**config.mk**
```make
export PLATFORM = sky130hd
export DESIGN_NAME = temp_bcd_seq_flat
export DESIGN_NICKNAME = d
export VERILOG_FILES = /design/src/rtl/temp_pkg.sv /design/src/rtl/temp_bcd_seq_if.sv /design/src/rtl/bcd_dd_seq.sv /design/src/rtl/temp_bcd_seq.sv /design/src/flat_wrapper.sv
export SDC_FILE = /design/constraint.sdc
export NUM_CORES = 1
export LEC_CHECK = 0
export ABC_AREA = 1
export CAP_MARGIN = 20
export CORE_UTILIZATION = 63
export DETAILED_ROUTE_END_ITERATION = 10
export PLACE_DENSITY = 0.85
export SETUP_SLACK_MARGIN = 0.2
export SYNTH_ARGS = -nofsm -noshare
export SYNTH_HDL_FRONTEND = slang
export SYNTH_SLANG_ARGS = --single-unit
```
**constraint.sdc**
```tcl
create_clock -name clk -period 3 [get_ports clk]
set_input_delay 0.45 -clock clk [delete_from_list [all_inputs] [get_ports clk]]
set_output_delay 0.45 -clock clk [all_outputs]
set_load 0.1 [all_outputs]
```
**src/rtl/temp_pkg.sv**
```systemverilog
// Shared definitions for the temperature readout path (SPI stage, converter, display mux).
package temp_pkg;

    typedef enum logic [1:0] {
        IDLE = 2'd0,
        DIV  = 2'd1,
        ADD  = 2'd2,
        BCD  = 2'd3
    } state_t;

    localparam int CF_MUL     = 9;
    localparam int CF_DIV     = 5;
    localparam int F_OFFSET   = 32;
    localparam int DIV_CYCLES = 12;
    localparam int BCD_CYCLES = 10;

    // Double-dabble correction applied to each BCD nibble before a shift.
    function automatic logic [3:0] dd_adj(input logic [3:0] n);
        return (n >= 4'd5) ? n + 4'd3 : n;
    endfunction

endpackage

```
**src/rtl/temp_bcd_seq_if.sv**
```systemverilog
// Handshake and digit bus between the LM70 latch stage, the converter and the display mux.
interface temp_bcd_seq_if #(
    parameter int IN_W = 8
);
    logic            in_valid;
    logic            in_ready;
    logic [IN_W-1:0] temp_c;
    logic            sel_f;
    logic            out_valid;
    logic [3:0]      bcd_hund;
    logic [3:0]      bcd_tens;
    logic [3:0]      bcd_ones;
    logic            unit_f;

    modport master (
        output in_valid, temp_c, sel_f,
        input  in_ready, out_valid, bcd_hund, bcd_tens, bcd_ones, unit_f
    );

    modport slave (
        input  in_valid, temp_c, sel_f,
        output in_ready, out_valid, bcd_hund, bcd_tens, bcd_ones, unit_f
    );
endinterface

```
**src/rtl/bcd_dd_seq.sv**
```systemverilog
// Iterative shift-add-3 binary to 3-digit BCD converter, one shift per clock.
module bcd_dd_seq
    import temp_pkg::*;
#(
    parameter int VAL_W = 10
) (
    input  logic             clk,
    input  logic             rst,
    input  logic             load,
    input  logic [VAL_W-1:0] value,
    output logic             done,
    output logic [3:0]       hund,
    output logic [3:0]       tens,
    output logic [3:0]       ones
);
    logic [11:0]        bcd;
    logic [VAL_W-1:0]   bin;
    logic [3:0]         cnt;
    logic               active;
    logic [11:0]        bcd_nxt;
    logic [VAL_W-1:0]   bin_nxt;
    logic [VAL_W+11:0]  work;

    always_comb begin
        work    = {dd_adj(bcd[11:8]), dd_adj(bcd[7:4]), dd_adj(bcd[3:0]), bin};
        work    = work << 1;
        bcd_nxt = work[VAL_W+11:VAL_W];
        bin_nxt = work[VAL_W-1:0];
    end

    assign done = active && (cnt == 4'(BCD_CYCLES - 1));

    always_ff @(posedge clk or posedge rst) begin
        if (rst) begin
            bcd    <= '0;
            bin    <= '0;
            cnt    <= '0;
            active <= 1'b0;
            hund   <= '0;
            tens   <= '0;
            ones   <= '0;
        end else if (load) begin
            bcd    <= '0;
            bin    <= value;
            cnt    <= '0;
            active <= 1'b1;
        end else if (active) begin
            bcd <= bcd_nxt;
            bin <= bin_nxt;
            cnt <= cnt + 4'd1;
            // Digits only move on the final shift so the display never sees partials.
            if (done) begin
                active <= 1'b0;
                hund   <= bcd_nxt[11:8];
                tens   <= bcd_nxt[7:4];
                ones   <= bcd_nxt[3:0];
            end
        end
    end
endmodule

```
**src/rtl/temp_bcd_seq.sv**
```systemverilog
// Exact C->F conversion (floor(9C/5)+32) followed by sequential BCD digit generation.
//   state | meaning
//   IDLE  | ready; accept captures temp_c/sel_f
//   DIV   | restoring divide of 9C by 5, one quotient bit per edge
//   ADD   | add the 32 F offset, start BCD conversion
//   BCD   | double-dabble running; digits written on its last edge
module temp_bcd_seq
    import temp_pkg::*;
#(
    parameter int IN_W   = 8,
    parameter int VAL_W  = 10,
    parameter int PROD_W = 12
) (
    input  logic          clk,
    input  logic          rst,
    temp_bcd_seq_if.slave bus
);
    state_t             state, state_nxt;
    logic [PROD_W-1:0]  div_q;
    logic [2:0]         rem;
    logic [3:0]         div_cnt;
    logic [3:0]         trial;
    logic               q_bit;
    logic               sel_q;
    logic               accept;
    logic               load;
    logic [VAL_W-1:0]   load_val;
    logic               dd_done;

    assign accept = bus.in_valid && (state == IDLE);
    assign trial  = {rem, div_q[PROD_W-1]};
    assign q_bit  = (trial >= 4'(CF_DIV));

    always_ff @(posedge clk or posedge rst) begin
        if (rst) state <= IDLE;
        else     state <= state_nxt;
    end

    always_comb begin
        state_nxt = state;
        case (state)
            IDLE: if (accept) state_nxt = bus.sel_f ? DIV : BCD;
            DIV:  if (div_cnt == 4'(DIV_CYCLES - 1)) state_nxt = ADD;
            ADD:  state_nxt = BCD;
            BCD:  if (dd_done) state_nxt = IDLE;
            default: state_nxt = IDLE;
        endcase
    end

    always_comb begin
        bus.in_ready = (state == IDLE);
        load         = 1'b0;
        load_val     = '0;
        if (accept && !bus.sel_f) begin
            load     = 1'b1;
            load_val = VAL_W'(bus.temp_c);
        end else if (state == ADD) begin
            load     = 1'b1;
            load_val = VAL_W'(div_q) + VAL_W'(F_OFFSET);
        end
    end

    // div_q holds the dividend and shifts the quotient in from the bottom.
    always_ff @(posedge clk or posedge rst) begin
        if (rst) begin
            div_q         <= '0;
            rem           <= '0;
            div_cnt       <= '0;
            sel_q         <= 1'b0;
            bus.out_valid <= 1'b0;
            bus.unit_f    <= 1'b0;
        end else begin
            bus.out_valid <= dd_done;
            if (dd_done) bus.unit_f <= sel_q;
            if (accept) begin
                sel_q   <= bus.sel_f;
                div_q   <= (PROD_W'(bus.temp_c) << 3) + PROD_W'(bus.temp_c);
                rem     <= '0;
                div_cnt <= '0;
            end else if (state == DIV) begin
                div_q   <= {div_q[PROD_W-2:0], q_bit};
                rem     <= q_bit ? 3'(trial - 4'(CF_DIV)) : trial[2:0];
                div_cnt <= div_cnt + 4'd1;
            end
        end
    end

    bcd_dd_seq #(.VAL_W(VAL_W)) u_bcd (
        .clk   (clk),
        .rst   (rst),
        .load  (load),
        .value (load_val),
        .done  (dd_done),
        .hund  (bus.bcd_hund),
        .tens  (bus.bcd_tens),
        .ones  (bus.bcd_ones)
    );
endmodule

```
**src/flat_wrapper.sv**
```systemverilog
// flat-port wrapper written by rule: the top's interface ports become plain ports
module temp_bcd_seq_flat import temp_pkg::*;
#(
    parameter int IN_W   = 8,
    parameter int VAL_W  = 10,
    parameter int PROD_W = 12
)
  (clk, rst, bus_in_valid, bus_temp_c, bus_sel_f, bus_in_ready, bus_out_valid, bus_bcd_hund, bus_bcd_tens, bus_bcd_ones, bus_unit_f);
  temp_bcd_seq_if #(.IN_W(IN_W)) bus_i ();
  input  logic clk;
  input  logic rst;
  input wire logic [$bits(bus_i.in_valid)-1:0] bus_in_valid;
  input wire logic [$bits(bus_i.temp_c)-1:0] bus_temp_c;
  input wire logic [$bits(bus_i.sel_f)-1:0] bus_sel_f;
  output wire logic [$bits(bus_i.in_ready)-1:0] bus_in_ready;
  output wire logic [$bits(bus_i.out_valid)-1:0] bus_out_valid;
  output wire logic [$bits(bus_i.bcd_hund)-1:0] bus_bcd_hund;
  output wire logic [$bits(bus_i.bcd_tens)-1:0] bus_bcd_tens;
  output wire logic [$bits(bus_i.bcd_ones)-1:0] bus_bcd_ones;
  output wire logic [$bits(bus_i.unit_f)-1:0] bus_unit_f;
  assign bus_i.in_valid = bus_in_valid;
  assign bus_i.temp_c = bus_temp_c;
  assign bus_i.sel_f = bus_sel_f;
  assign bus_in_ready = bus_i.in_ready;
  assign bus_out_valid = bus_i.out_valid;
  assign bus_bcd_hund = bus_i.bcd_hund;
  assign bus_bcd_tens = bus_i.bcd_tens;
  assign bus_bcd_ones = bus_i.bcd_ones;
  assign bus_unit_f = bus_i.unit_f;
  temp_bcd_seq #(.IN_W(IN_W), .VAL_W(VAL_W), .PROD_W(PROD_W)) u_core (.clk(clk), .rst(rst), .bus(bus_i));
endmodule
```
==> metrics.md <==
| Metric | Value |
|---|---|
| FP Rows | `26` |
| Critical path cell sequence | `inv_1 > ha_1 > nand2_2 > nor2_4 > nor2_1 > nand2_1 > buf_4 > nand2_1 > o21ai_0` |
| Worst Setup Start Kind | `register` |
| Crit. End Element | `register` |
| Layout fillers | `between 300 and 400` |
| Cts hold-fix bufs | `0` |
| Ys Warns | `0` |
| Hold crit path type | `register to register` |
| Area share of the largest cell type after synthesis | `0.458` |
| Setup violators final | `0` |
| Port-buffer cells | `26` |
| Clk buf depth | `2` |
| Total negative slack | `0 ps` |
| Largest net degree at the start of global routing | `36` |
| DRT Pass-1 Iters | `7` |
| CP required | `about 3200 ps` |
| Post-DP HPWL | `5250 um` |
| Max-slew violation count | `0` |
| Chip height | `around 76 um` |
| Crit-path leading delay family | `simple AND/OR/NAND/NOR gates` |
| RSZ-0062 raised after global routing | `no` |
| Worst-margin pin slew | `about 650 ps` |
| Top post-synthesis cells by area | `dfrtp_1 (46%), nand2_1 (13%), ha_1 (8.0%), inv_1 (6.1%), o21ai_0 (4.2%)` |
| Most common cell after layout, fill and taps aside | `nand2_1` |
| Core Footprint | `between 5000 and 6000 um^2` |
| Critical-path maximum fanout | `20` |
| Arr. time, crit path | `around 2600 ps` |
| Worst R2R Start | `u_core.state[0]` |
| Antenna-violating nets left | `0` |
| Synthesized cell area | `around 3400 um^2` |
| Gr ovfl total | `0` |
| Nets@finish | `between 400 and 500` |
| Status | `finished clean` |
| Routed wire per std cell | `roughly 14 um` |
| Reg2reg setup slack | `650 ps` |
| Leakage power | `2.00 nW` |
| Latest clock arrival within the worst-skew pair | `about 340 ps` |
| Critical Path End | `u_core.u_bcd.bin[4]` |
| Synth area leader | `dfrtp_1` |
| Sink Count | `between 60 and 70` |
| Power per Cell Area | `1140 nW/um^2` |
| Average size of a mapped cell | `approximately 8.2 um^2` |
| H-tree depth | `3` |
| Starting Density | `0.665` |
| I/O pins | `27` |
| Clock slew at reported path FFs | `roughly 70 ps` |
| Post-CTS Repair Setup Buffers | `0` |
| Kind of critical path | `register to register` |
| Most used cell, CP | `nand2_1` |
| Number of global-route vias before repair | `approximately 2900` |
| Initial antenna violation count | `0` |
| Routability cong. | `around 0.84` |
| Crit path depth | `9` |
| Max Clk Rate | `roughly 430 MHz` |
| DRT Wirelength | `between 7000 and 8000 um` |
| Total CTS buffers | `9` |
| Post-cts gate resize count | `0` |
| Launch point of the worst path | `u_core.state[0]` |
| Vias/cell | `5.59` |
| Post-synthesis sequential area ratio | `0.458` |
| Final period demand of the worst path | `roughly 2400 ps` |
| Starting DRT DRC Count | `about 180` |
| R2R cell count | `9` |
| CTS tree | `built` |
| Hold Fails Final Rpt | `0` |
| Ant. Diodes | `0` |
| VDD IR max | `a little over 0.6 mV` |
| Proportion of layout cells with a drive suffix above 1 | `0.101` |
| DRC Markers | `0` |
| Via Count | `2934` |
| Mapped Nets | `453` |
| Worst r2r dst | `u_core.u_bcd.bin[4]` |
| #FFs+latches synth | `between 60 and 70` |
| GRT Total Usage | `0.278` |
| Cells after Synth | `approximately 420` |
| Area grow syn2layout | `14.5%` |
| Worst path slowest cell | `nor2_1` |
| Crit-path max cell delay | `about 520 ps` |
| Slew HR | `0.563` |
| Most frequent cells in the layout | `nand2_1 (121), dfrtp_1 (63), inv_1 (55)` |
| CP Buf/Inv Count | `2` |
| Synth unique cells | `34` |
| First-pass GRT wire length | `roughly 13000 um` |
| CTS root buffer | `clkbuf_8` |
| Period Utilization, post-route | `0.784` |
| Worst clock skew | `between 6 and 7 ps` |
| Max Cap Viol | `0` |
| Die W | `about 76 um` |
| Hold WS | `~490 ps` |
| Die Area | `about 5800 um^2` |
worst register-to-register path: stages, from the launching register on:
cell and delay, ps:
dfrtp_1 400, inv_1 100, ha_1 260, nand2_2 260, nor2_4 120, nor2_1 520, nand2_1 180, buf_4 260
nand2_1 80, o21ai_0 70
layer usage:
layer,track usage,routed length (um),vias to the layer above
met5,0,0,-
met4,0.133,230,0
met3,0.0602,389,30
met2,0.473,3610,98
met1,0.337,3130,1374
li1,-,-,1432
stage by stage:
step | cells | utilization | setup WS (ps) | power, mW | instance area [um^2]
5_1_grt | 525 | 0.762 | 514 | 4.79 | 3940
3_5_place_dp | 509 | 0.721 | 537 | 3.69 | 3730
2_1_floorplan | 418 | - | 638 | 3.17 | 3440
3_3_place_gp | 509 | 0.721 | 674 | 3.60 | 3730
4_1_cts | 525 | 0.762 | 698 | 4.49 | 3940
6_report | 525 | 0.762 | 649 | 4.49 | 3940
flip-flops by register name (all words and copies together), names as in the netlist:
register	flops
u_core.div_q	12
u_core.u_bcd.bcd	12
u_core.u_bcd.bin	10
u_core.div_cnt	4
u_core.u_bcd.cnt	4
u_core.u_bcd.hund	4
u_core.u_bcd.ones	4
u_core.u_bcd.tens	4
u_core.rem	3
u_core.state	2
u_core.bus.out_valid	1
u_core.bus.unit_f	1
u_core.sel_q	1
u_core.u_bcd.active	1
where the power goes:
group	internal (mW)	switching [mW]	leakage, nW
Sequential	1.20	0.223	0.818
Clock	0.453	0.329	0.103
Combinational	0.658	1.63	1.08
Total	2.31	2.18	2.00
cell usage after synthesis:
master / n
nand2_1: 121
dfrtp_1: 63
inv_1: 56
o21ai_0: 29
nand3_1: 23
ha_1: 22
nor2_1: 19
o22ai_1: 13
a21oi_1: 9
o21ai_1: 8
o221ai_1: 7
xor2_1: 7
inv_2: 5
nand3b_1: 4
nor2_4: 4
buf_2: 3
or2_2: 3
a22oi_1: 2
a31oi_1: 2
buf_6: 2
o211ai_1: 2
o21bai_1: 2
a21o_1: 1
and2_1: 1
buf_4: 1
clkbuf_1: 1
fa_1: 1
nand2_2: 1
nand2_4: 1
nand4_1: 1
nor3_1: 1
nor4_1: 1
o21a_1: 1
xnor2_1: 1
worst min-delay path by stage:
stage	startpoint	end	slack (ps)	cells after the start
after detailed placement	u_core.u_bcd.bin[2]	u_core.u_bcd.bin[2]	470	2
after floorplan	u_core.div_cnt[3]	u_core.div_cnt[3]	430	1
after CTS	u_core.div_cnt[3]	u_core.div_cnt[3]	490	1
after global placement	u_core.u_bcd.tens[3]	u_core.u_bcd.tens[3]	460	2
final	u_core.u_bcd.tens[3]	u_core.u_bcd.tens[3]	490	2
after global routing	u_core.u_bcd.bin[2]	u_core.u_bcd.bin[2]	500	2
kinds of logic (layout without fill, tap and decap cells):
family | after synthesis | in the layout | synth area share
flip-flops | 63 | 63 | 0.458
buffers and inverters | 68 | 105 | 0.0807
adder cells (fa/ha/maj) | 23 | 23 | 0.0858
AND/OR/NAND/NOR | 180 | 180 | 0.225
AO/OA/AOI/OAI | 76 | 76 | 0.129
XOR/XNOR | 8 | 8 | 0.0204
area by class of cell:
cell class / instances / area [um^2] / share of cell area
Inverter: 61 / 229 / 0.0581
Clock buffer: 14 / 173 / 0.0438
Multi-Input combinational cell: 287 / 1590 / 0.403
Clock inverter: 2 / 37.5 / 0.00953
Tap cell: 70 / 87.6 / 0.0222
Timing Repair Buffer: 28 / 250 / 0.0635
Sequential cell: 63 / 1580 / 0.400
Power figures use the tool's default switching activity.
